File: config.mk
export PLATFORM = sky130hd
export DESIGN_NAME = ascon_round_engine_flat
export DESIGN_NICKNAME = d
export VERILOG_FILES = /design/src/rtl/ascon_round_engine_pkg.sv /design/src/rtl/ascon_round_engine_if.sv /design/src/rtl/ascon_round_engine_round.sv /design/src/rtl/ascon_round_engine.sv /design/src/flat_wrapper.sv
export SDC_FILE = /design/constraint.sdc
export NUM_CORES = 2
export LEC_CHECK = 0
export ABC_AREA = 1
export CAP_MARGIN = 10
export CORE_MARGIN = 5
export CORE_UTILIZATION = 45
export CTS_CLUSTER_DIAMETER = 50
export CTS_CLUSTER_SIZE = 25
export DETAILED_ROUTE_END_ITERATION = 10
export PLACE_DENSITY_LB_ADDON = 0.12
export SLEW_MARGIN = 10
export SYNTH_ARGS = -nofsm -noshare
export SYNTH_HDL_FRONTEND = slang
export SYNTH_HIERARCHICAL = 1
export SYNTH_SLANG_ARGS = --single-unit
File: constraint.sdc
create_clock -name clk_i -period 2.04 [get_ports clk_i]
set_input_delay 0.408 -clock clk_i [delete_from_list [all_inputs] [get_ports clk_i]]
set_output_delay 0.408 -clock clk_i [all_outputs]
set_load 0.05 [all_outputs]
File: src/rtl/ascon_round_engine_pkg.sv
// ascon_pkg: shared types and constants for the Ascon-p round engine.
//   ascon_state_t  : 320-bit state, word [0] = x0 ... word [4] = x4
//   rnd_t          : round index 0..12 into the round-constant table
//   rnd_cnt_t      : 4-bit round count
//   engine_state_e : engine FSM states
//   ASCON_RC_LUT   : round constants, padded with zeros past index 11 so that
//                    bypassed round slots can index it safely.
package ascon_pkg;

   localparam int ASCON_MAX_ROUNDS = 12;

   typedef logic [3:0]        rnd_t;
   typedef logic [3:0]        rnd_cnt_t;
   typedef logic [0:4][63:0]  ascon_state_t;

   typedef enum logic [1:0] {
      ST_IDLE,
      ST_RUN,
      ST_DONE
   } engine_state_e;

   localparam logic [0:15][7:0] ASCON_RC_LUT = {
      8'hf0, 8'he1, 8'hd2, 8'hc3, 8'hb4, 8'ha5, 8'h96, 8'h87,
      8'h78, 8'h69, 8'h5a, 8'h4b, 8'h00, 8'h00, 8'h00, 8'h00
   };

endpackage

File: src/rtl/ascon_round_engine_if.sv
// Request/result handshake bundle for ascon_round_engine.
//   in_valid_i / in_ready_o : request handshake (rounds_i, state_i)
//   out_valid_o / out_ready_i : result handshake (state_o)
// slave modport is the engine side, master modport the mode-controller side.
interface ascon_round_engine_if;
   import ascon_pkg::*;

   logic         in_valid_i;
   logic         in_ready_o;
   rnd_cnt_t     rounds_i;
   ascon_state_t state_i;
   logic         out_valid_o;
   logic         out_ready_i;
   ascon_state_t state_o;

   modport slave (
      input  in_valid_i, rounds_i, state_i, out_ready_i,
      output in_ready_o, out_valid_o, state_o
   );

   modport master (
      output in_valid_i, rounds_i, state_i, out_ready_i,
      input  in_ready_o, out_valid_o, state_o
   );

endinterface

File: src/rtl/ascon_round_engine_round.sv
// ascon_round: one combinational Ascon-p round.
//   rnd_i         : round index selecting the round constant
//   state_array_i : state before the round
//   state_array_o : state after constant addition, S-box and linear layers
module ascon_round
   import ascon_pkg::*;
(
   input  rnd_t         rnd_i,
   input  ascon_state_t state_array_i,
   output ascon_state_t state_array_o
);

   function automatic ascon_state_t constant_addition_layer(input ascon_state_t s, input rnd_t r);
      ascon_state_t t;
      t          = s;
      t[2][7:0]  = s[2][7:0] ^ ASCON_RC_LUT[r];
      return t;
   endfunction

   // Bitsliced form of the 5-bit S-box, applied to all 64 columns at once.
   function automatic ascon_state_t substitution_layer(input ascon_state_t s);
      logic [63:0] x0, x1, x2, x3, x4;
      logic [63:0] t0, t1, t2, t3, t4;
      ascon_state_t r;
      x0 = s[0] ^ s[4];
      x4 = s[4] ^ s[3];
      x2 = s[2] ^ s[1];
      x1 = s[1];
      x3 = s[3];
      t0 = ~x0 & x1;
      t1 = ~x1 & x2;
      t2 = ~x2 & x3;
      t3 = ~x3 & x4;
      t4 = ~x4 & x0;
      x0 = x0 ^ t1;
      x1 = x1 ^ t2;
      x2 = x2 ^ t3;
      x3 = x3 ^ t4;
      x4 = x4 ^ t0;
      x1 = x1 ^ x0;
      x0 = x0 ^ x4;
      x3 = x3 ^ x2;
      x2 = ~x2;
      r  = {x0, x1, x2, x3, x4};
      return r;
   endfunction

   function automatic ascon_state_t linear_layer(input ascon_state_t s);
      ascon_state_t r;
      r[0] = s[0] ^ {s[0][18:0], s[0][63:19]} ^ {s[0][27:0], s[0][63:28]};
      r[1] = s[1] ^ {s[1][60:0], s[1][63:61]} ^ {s[1][38:0], s[1][63:39]};
      r[2] = s[2] ^ {s[2][0],    s[2][63:1]}  ^ {s[2][5:0],  s[2][63:6]};
      r[3] = s[3] ^ {s[3][9:0],  s[3][63:10]} ^ {s[3][16:0], s[3][63:17]};
      r[4] = s[4] ^ {s[4][6:0],  s[4][63:7]}  ^ {s[4][40:0], s[4][63:41]};
      return r;
   endfunction

   assign state_array_o = linear_layer(substitution_layer(constant_addition_layer(state_array_i, rnd_i)));

endmodule

File: src/rtl/ascon_round_engine.sv
// ascon_round_engine: iterative Ascon-p[n] permutation, UNROLL rounds per clock.
//   clk_i, rst_i : clock, synchronous active-high reset
//   abort_i      : cancels a running/finished operation (only when
//                  ASCON_ENGINE_ABORT_EN is defined)
//   bus          : slave side of ascon_round_engine_if (request + result)
// Parameter UNROLL: rounds per clock, 1..4.
// Optional feature macro: ASCON_ENGINE_ABORT_EN.
module ascon_round_engine
   import ascon_pkg::*;
#(
   parameter int UNROLL = 1
)(
   input  logic clk_i,
   input  logic rst_i,
`ifdef ASCON_ENGINE_ABORT_EN
   input  logic abort_i,
`endif
   ascon_round_engine_if.slave bus
);

   engine_state_e state_q, state_d;
   ascon_state_t  st_q, st_d;
   rnd_t          idx_q, idx_d;
   rnd_cnt_t      rem_q, rem_d;

   rnd_cnt_t      n_req;
   rnd_cnt_t      step;
   ascon_state_t  chain_out;

   assign n_req = (bus.rounds_i > rnd_cnt_t'(ASCON_MAX_ROUNDS)) ? rnd_cnt_t'(ASCON_MAX_ROUNDS) : bus.rounds_i;
   assign step  = (rem_q > rnd_cnt_t'(UNROLL)) ? rnd_cnt_t'(UNROLL) : rem_q;

   // Round chain: slot j is bypassed when fewer than j+1 rounds remain, so a
   // final partial step applies exactly the outstanding rounds.
   for (genvar j = 0; j < UNROLL; j++) begin : g_round
      ascon_state_t stage_in, round_out, stage_out;
      rnd_t         rnd;
      if (j == 0) begin : g_first
         assign stage_in = st_q;
      end else begin : g_next
         assign stage_in = g_round[j-1].stage_out;
      end
      assign rnd = idx_q + rnd_t'(j);
      ascon_round u_round (
         .rnd_i         (rnd),
         .state_array_i (stage_in),
         .state_array_o (round_out)
      );
      assign stage_out = (rnd_cnt_t'(j) < rem_q) ? round_out : stage_in;
   end

   assign chain_out = g_round[UNROLL-1].stage_out;

   always_ff @(posedge clk_i) begin
      if (rst_i) begin
         state_q <= ST_IDLE;
         st_q    <= '0;
         idx_q   <= '0;
         rem_q   <= '0;
      end else begin
         state_q <= state_d;
         st_q    <= st_d;
         idx_q   <= idx_d;
         rem_q   <= rem_d;
      end
   end

   always_comb begin
      state_d = state_q;
      st_d    = st_q;
      idx_d   = idx_q;
      rem_d   = rem_q;
      case (state_q)
         ST_IDLE: begin
            if (bus.in_valid_i) begin
               st_d    = bus.state_i;
               idx_d   = rnd_t'(ASCON_MAX_ROUNDS) - n_req;
               rem_d   = n_req;
               state_d = (n_req != '0) ? ST_RUN : ST_DONE;
            end
         end
         ST_RUN: begin
            st_d  = chain_out;
            idx_d = (idx_q + step > rnd_t'(ASCON_MAX_ROUNDS)) ? rnd_t'(ASCON_MAX_ROUNDS) : idx_q + step;
            rem_d = (rem_q > step) ? rem_q - step : '0;
            if (rem_q <= step) state_d = ST_DONE;
         end
         ST_DONE: begin
            if (bus.out_ready_i) state_d = ST_IDLE;
         end
         default: state_d = ST_IDLE;
      endcase
`ifdef ASCON_ENGINE_ABORT_EN
      // Abort leaves the partially permuted state in the register.
      if (abort_i && state_q != ST_IDLE) begin
         state_d = ST_IDLE;
         st_d    = st_q;
         idx_d   = idx_q;
         rem_d   = rem_q;
      end
`endif
   end

   assign bus.in_ready_o  = (state_q == ST_IDLE);
   assign bus.out_valid_o = (state_q == ST_DONE);
   assign bus.state_o     = st_q;

endmodule

File: src/flat_wrapper.sv
// flat-port wrapper written by rule: the top's interface ports become plain ports
module ascon_round_engine_flat import ascon_pkg::*;
#(
   parameter int UNROLL = 1
)
  (clk_i, rst_i, bus_in_valid_i, bus_rounds_i, bus_state_i, bus_out_ready_i, bus_in_ready_o, bus_out_valid_o, bus_state_o);
  ascon_round_engine_if bus_i ();
  input  logic clk_i;
  input  logic rst_i;
  input wire logic [$bits(bus_i.in_valid_i)-1:0] bus_in_valid_i;
  input wire logic [$bits(bus_i.rounds_i)-1:0] bus_rounds_i;
  input wire logic [$bits(bus_i.state_i)-1:0] bus_state_i;
  input wire logic [$bits(bus_i.out_ready_i)-1:0] bus_out_ready_i;
  output wire logic [$bits(bus_i.in_ready_o)-1:0] bus_in_ready_o;
  output wire logic [$bits(bus_i.out_valid_o)-1:0] bus_out_valid_o;
  output wire logic [$bits(bus_i.state_o)-1:0] bus_state_o;
  assign bus_i.in_valid_i = bus_in_valid_i;
  assign bus_i.rounds_i = bus_rounds_i;
  assign bus_i.state_i = bus_state_i;
  assign bus_i.out_ready_i = bus_out_ready_i;
  assign bus_in_ready_o = bus_i.in_ready_o;
  assign bus_out_valid_o = bus_i.out_valid_o;
  assign bus_state_o = bus_i.state_o;
  ascon_round_engine #(.UNROLL(UNROLL)) u_core (.clk_i(clk_i), .rst_i(rst_i), .bus(bus_i));
endmodule
==> run summary, run 1 <==
Among all cell types in the netlist, the one instantiated most often is sky130_fd_sc_hd__nand2_1. 650 I/O pins were placed. Measured along the y axis, the die boundary spans 293 um. For this configuration, the core starts out at a cell density of 45.1%.

Clock tree synthesis inserted a total of 54 buffers. Of all flip-flops after synthesis, the portion carrying an async set or reset was 0%. The tools report the overall overflow remaining after global route as 800.

The tool reported: "[ERROR GRT-0232] Routing congestion too high. Check the congestion heatmap in the GUI". The pin ending the worst setup path after global-route repair was u_core/bus.state_o[198]$_SDFFE_PP0P_/D. The clock passes through at most 3 buffers. Synthesis inferred 330 register bits.

The placer congestion estimate came out at 1.24. In this run the biggest area consumer among cell types represents 31.7% of the synthesized area. For this run, the total global-route usage over all layers was measured as 84.0%. After synthesis, the mean cell area works out to 5.65 um2. The run stopped with a tool error. The type of the worst endpoint after the last repair is a sequential cell input.

sky130_fd_sc_hd__nand2_1 takes more of the synthesized area than any other cell. The clock root buffer is sky130_fd_sc_hd__clkbuf_16. After legalization and detailed placement, the total HPWL measured 199000 um.

Synthesis produced a netlist whose cell count is 6395. For this run, the leading register cell type out of synthesis is sky130_fd_sc_hd__dfxtp_1. Yosys attributes the largest share of cell area to sky130_fd_sc_hd__nand2_1 32%, sky130_fd_sc_hd__dfxtp_1 18%, sky130_fd_sc_hd__nor2_1 6.9%.

The die outline width was 293 um. The total number of clock tree sinks is 330, and the number of placed cells counting well taps is 9368. The H-tree generated during clock tree synthesis spans 2 levels. Summing all placed instances gives a cell area of 54600 um2. The count of port buffers added during placement came out at 649.

The number of placement rows was 104. The netlist uses 39 different library cells. Largest net degree at the start of global routing: 82. The stage where the run came to a stop is 5_1_grt. The share of the Yosys chip area taken by registers is 18.3%.

During synthesis, Yosys emitted a total of 6 warnings. The commonest cells after synthesis are 3053 x sky130_fd_sc_hd__nand2_1, 663 x sky130_fd_sc_hd__nor2_1, 414 x sky130_fd_sc_hd__inv_1. The number of enable flip-flop cells after synthesis was 0; the combined area of all synthesized cells was 36200 um2.
## through the flow
stage                     utilization [%]  worst slack, ps
after floorplan                         -            -8.69
after global placement               68.2             -519
after detailed placement             68.2             -545
after CTS                            76.8             -210
## logic make-up after synthesis
family	synth area share (%)
DFF	18.3
other	0.0208
buffers and inverters	7.58
adders and majority gates	4.66
xor gates and xnor gates	14.7
and+or+nand+nor	47.4
AOI/OAI and AO/OA	7.32
## per-layer routing
| metal | GRT overflow | track usage (%) |
|---|---|---|
| met1 | 18 | 81.7 |
| met2 | 437 | 98.3 |
| met3 | 25 | 71.4 |
| met4 | 313 | 88.1 |
| met5 | 7 | 44.9 |
## what timing repair did
action                                  in CTS
resized for setup                         1098
pin swaps                                  414
hold endpoints to repair                     0
buffers inserted                           114
endpoints found under the setup margin     239
hold buffers                                 0
==> inputs of run 2 (changes only) <==
Settings changed: CORE_UTILIZATION 45 to 30, CTS_CLUSTER_DIAMETER 50 to not set, CTS_CLUSTER_SIZE 25 to not set, PLACE_DENSITY_LB_ADDON 0.12 to 0.15.
Clock period 2.04 ns to 2.65 ns, I/O delays scaled along.
==> run summary, run 2 <==
The flow ran to the end, and the final reports show no timing, DRC or antenna violations. The number of warnings reported in the yosys synthesis log was 6; the number of CTS-inserted buffers was 46. For this run the aggregate overflow at the end of global routing stands at 0.

During I/O placement, the number of pins put on the boundary was 650. The initial utilization of the core area, before any placement, comes to 30.2%. The endpoint class of the critical path was an output pin.

For this run, design rule violations remaining after detail routing come to 0. Share of flip-flops with an asynchronous set or reset: 0%. Of the cells placed in the final design, the portion with a size suffix greater than 1 is 16.4%. The cell type with the highest aggregate area in the netlist was sky130_fd_sc_hd__nand2_1. The tools report the nature of the critical path startpoint as a register. The mean instance size in the synthesized netlist is 5.65 um2, and the number of iterations in the first detailed-routing pass is 6. For the cell count after synthesis, the log shows 6395. The min-delay analysis places its worst path in the category register to register. The initial detailed-routing violation count was 5353; the total track usage was 39.2%. Number of library cell types mapped by synthesis: 39.

The cell with the largest stage delay on the worst path was sky130_fd_sc_hd__clkdlybuf4s50_1. The compound-cell area share of the yosys netlist was 7.32%; the combined area of all synthesized cells was 36200 um2. Buffers plus inverters on the worst setup path: 1.

The required time of the critical path is 2120 ps, and the achievable frequency is 385 MHz. After detailed placement, the total cell area comes to 51400 um2. After Yosys synthesis, full adders, half adders and majority gates account for 4.66% of the synthesized area. Synthesis inferred 330 register bits.

Along the worst path, the maximum fanout reaches 4. Combinational family with the most area after synthesis: simple AND/OR/NAND/NOR gates. The clock root buffer was sky130_fd_sc_hd__clkbuf_16. The largest incremental delay on the critical path works out to 880 ps.

The count of port buffers added during placement was 649. The first global-routing pass estimated 347000 um of wire. The register with the most flip-flops in the layout has 320 of them. The number of antenna violations at the first check in global routing is 18, and the reported max-cap violation count is 0. The region available for standard cell placement spans 120000 um2. Final cell utilization of the core: 44.5%. TritonCTS built the clock tree.

The floorplan step set the die width to 357 um. The logs give 330 for the total number of clock tree sinks and 1.08 for the placer congestion estimate. The number of enable flip-flop cells after synthesis was 0. Using the TritonRoute via totals, the vias-per-cell ratio works out to 5.10. At the placement stage, the worst setup path has a slack of -120 ps.

The tools report the final setup skew as 25.4 ps. The critical path goes through clkdlybuf4s50_1. The top cell type by area accounts for 31.7% of the synthesized area. The number of max-slew violations in the final report is 0.

The critical path's top delay family was buffers and inverters. The final period utilization is 98.0%. The multiplexer area fraction after synthesis works out to 0%. For the floorplan die area, the log shows 128000 um2. The post-synthesis share of cell area spent on xor and xnor gates was 14.7%. After clock tree synthesis, the clock-pin slew on the worst setup and hold paths is 60 ps. In this run the remaining antenna-violating nets after routing total 0. The tools report the number of buffers inserted by hold repair at cts as 0.

The area growth from synthesis to layout is 47.4%. The flip-flop cell with the highest count after synthesis was sky130_fd_sc_hd__dfxtp_1. Via count of the first global-routing pass: 43600. The total half-perimeter wirelength after legalization and detailed placement was 227000 um; the shortest clock period the worst path allows after layout was 2600 ps. The critical path class is register to output pin.

In this run the vertical extent of the chip is 357 um. After synthesis, the most frequently instantiated cells are 3053 x sky130_fd_sc_hd__nand2_1, 663 x sky130_fd_sc_hd__nor2_1, 414 x sky130_fd_sc_hd__inv_1. With fillers left out, the area of the finished cells amounts to 53300 um2. Setup violations remaining at the end of the flow were counted as 0. In the final routed layout, each cell accounts on average for 27.7 um. After synthesis, flip-flops and latches occupy 18.3% of the total area. After detailed routing, the total wire length is 261000 um. Detailed routing inserted a total of 48100 vias. At the pin with the least slew margin, the transition time is 908 ps. The longest clock path from root to sink contains 3 buffers. Among all cell types in the netlist, the one instantiated most often is sky130_fd_sc_hd__nand2_1. The H-tree was split into 2 levels. In the layout the commonest cells are 3019 x sky130_fd_sc_hd__nand2_1, 782 x sky130_fd_sc_hd__buf_4, 663 x sky130_fd_sc_hd__nor2_1.

The number of placement rows was 127. Area share of and/or/nand/nor cells after synthesis: 47.4%. Data arrives at the worst endpoint at 2070 ps. In this run the tightest slew margin relative to its limit is 39.2%. By area the synthesized netlist is led by sky130_fd_sc_hd__nand2_1 32%, sky130_fd_sc_hd__dfxtp_1 18%, sky130_fd_sc_hd__nor2_1 6.9%. The filler cells instantiated in the layout total 12900. The run gives 0 as the number of hold violations in the final report. Entering global routing, the biggest net connects 103 pins.

The logs give 8243 for the final net count and 53.9 ps for the worst-case setup margin in the final layout. The latest clock arrival within the worst-skew pair came out at 640 ps. The leading cell type in the layout, fill and taps excluded is sky130_fd_sc_hd__nand2_1.
run 2: cell counts after synthesis:
Identical to the previous run, type by type.
run 2: worst reg2reg max path, delay by kind of cell (launching register included):
kind | cells | cell delay, ps
DFF | 1 | 410
buffers and inverters | 2 | 280
and+or+nand+nor | 10 | 1320
adders and majority gates | 1 | 300
AOI/OAI and AO/OA | 1 | 190
run 2: path summary, 6_finish.rpt:
check                                        from                                   end  slack [ps]  cells after the start
max          u_core/bus.state_o[295]$_SDFFE_PP0P_                      bus_state_o[295]          50                      1
min                  u_core/rem_q[3]$_SDFFE_PP0P_          u_core/rem_q[3]$_SDFFE_PP0P_         470                      2
max reg2reg   u_core/bus.state_o[61]$_SDFFE_PP0P_  u_core/bus.state_o[317]$_SDFFE_PP0P_          70                     14
min reg2reg          u_core/rem_q[3]$_SDFFE_PP0P_          u_core/rem_q[3]$_SDFFE_PP0P_         470                      2
run 2: cell type report:
class,instances,area (um2),area share [%]
multi-input cells,5404,27200,51.0
repair buffers,1515,14100,26.4
flip-flops and latches,330,6620,12.4
well taps,1612,2020,3.78
inverters,484,1840,3.46
clock buffers,65,1330,2.50
clock inverters,18,205,0.385
diodes,4,10.0,0.0188
run 2: metal layers:
layer	track usage (%)	wire length [um]
met1	51.8	110000
met2	61.7	114000
met3	5.71	20400
met4	20.9	17200
met5	0	52
run 2: logic make-up (layout without fill, tap and decap cells):
| family | after synthesis | in the layout |
|---|---|---|
| xor gates and xnor gates | 529 | 529 |
| AOI/OAI and AO/OA | 459 | 459 |
| other | 2 | 7 |
| DFF | 330 | 330 |
| adders and majority gates | 134 | 134 |
| buffers and inverters | 662 | 2082 |
| and+or+nand+nor | 4279 | 4279 |
run 2: through the flow:
step	hold slack, ps	TNS [ps]	cells
2_1_floorplan	442	0	6396
3_3_place_gp	453	-399	9343
3_5_place_dp	461	-459	9343
4_1_cts	470	0	9426
5_1_grt	485	-6.32	9428
6_report	470	0	9432
run 2: what timing repair did:
action | in CTS | in global routing
setup endpoints to repair | 24 | 64
buffers inserted | 0 | 2
resized for setup | 19 | 64
pin swaps | 0 | 5
Power of run 2 is not shown: default switching activity piles up to over one toggle a cycle in this logic, so the estimate is an artifact.
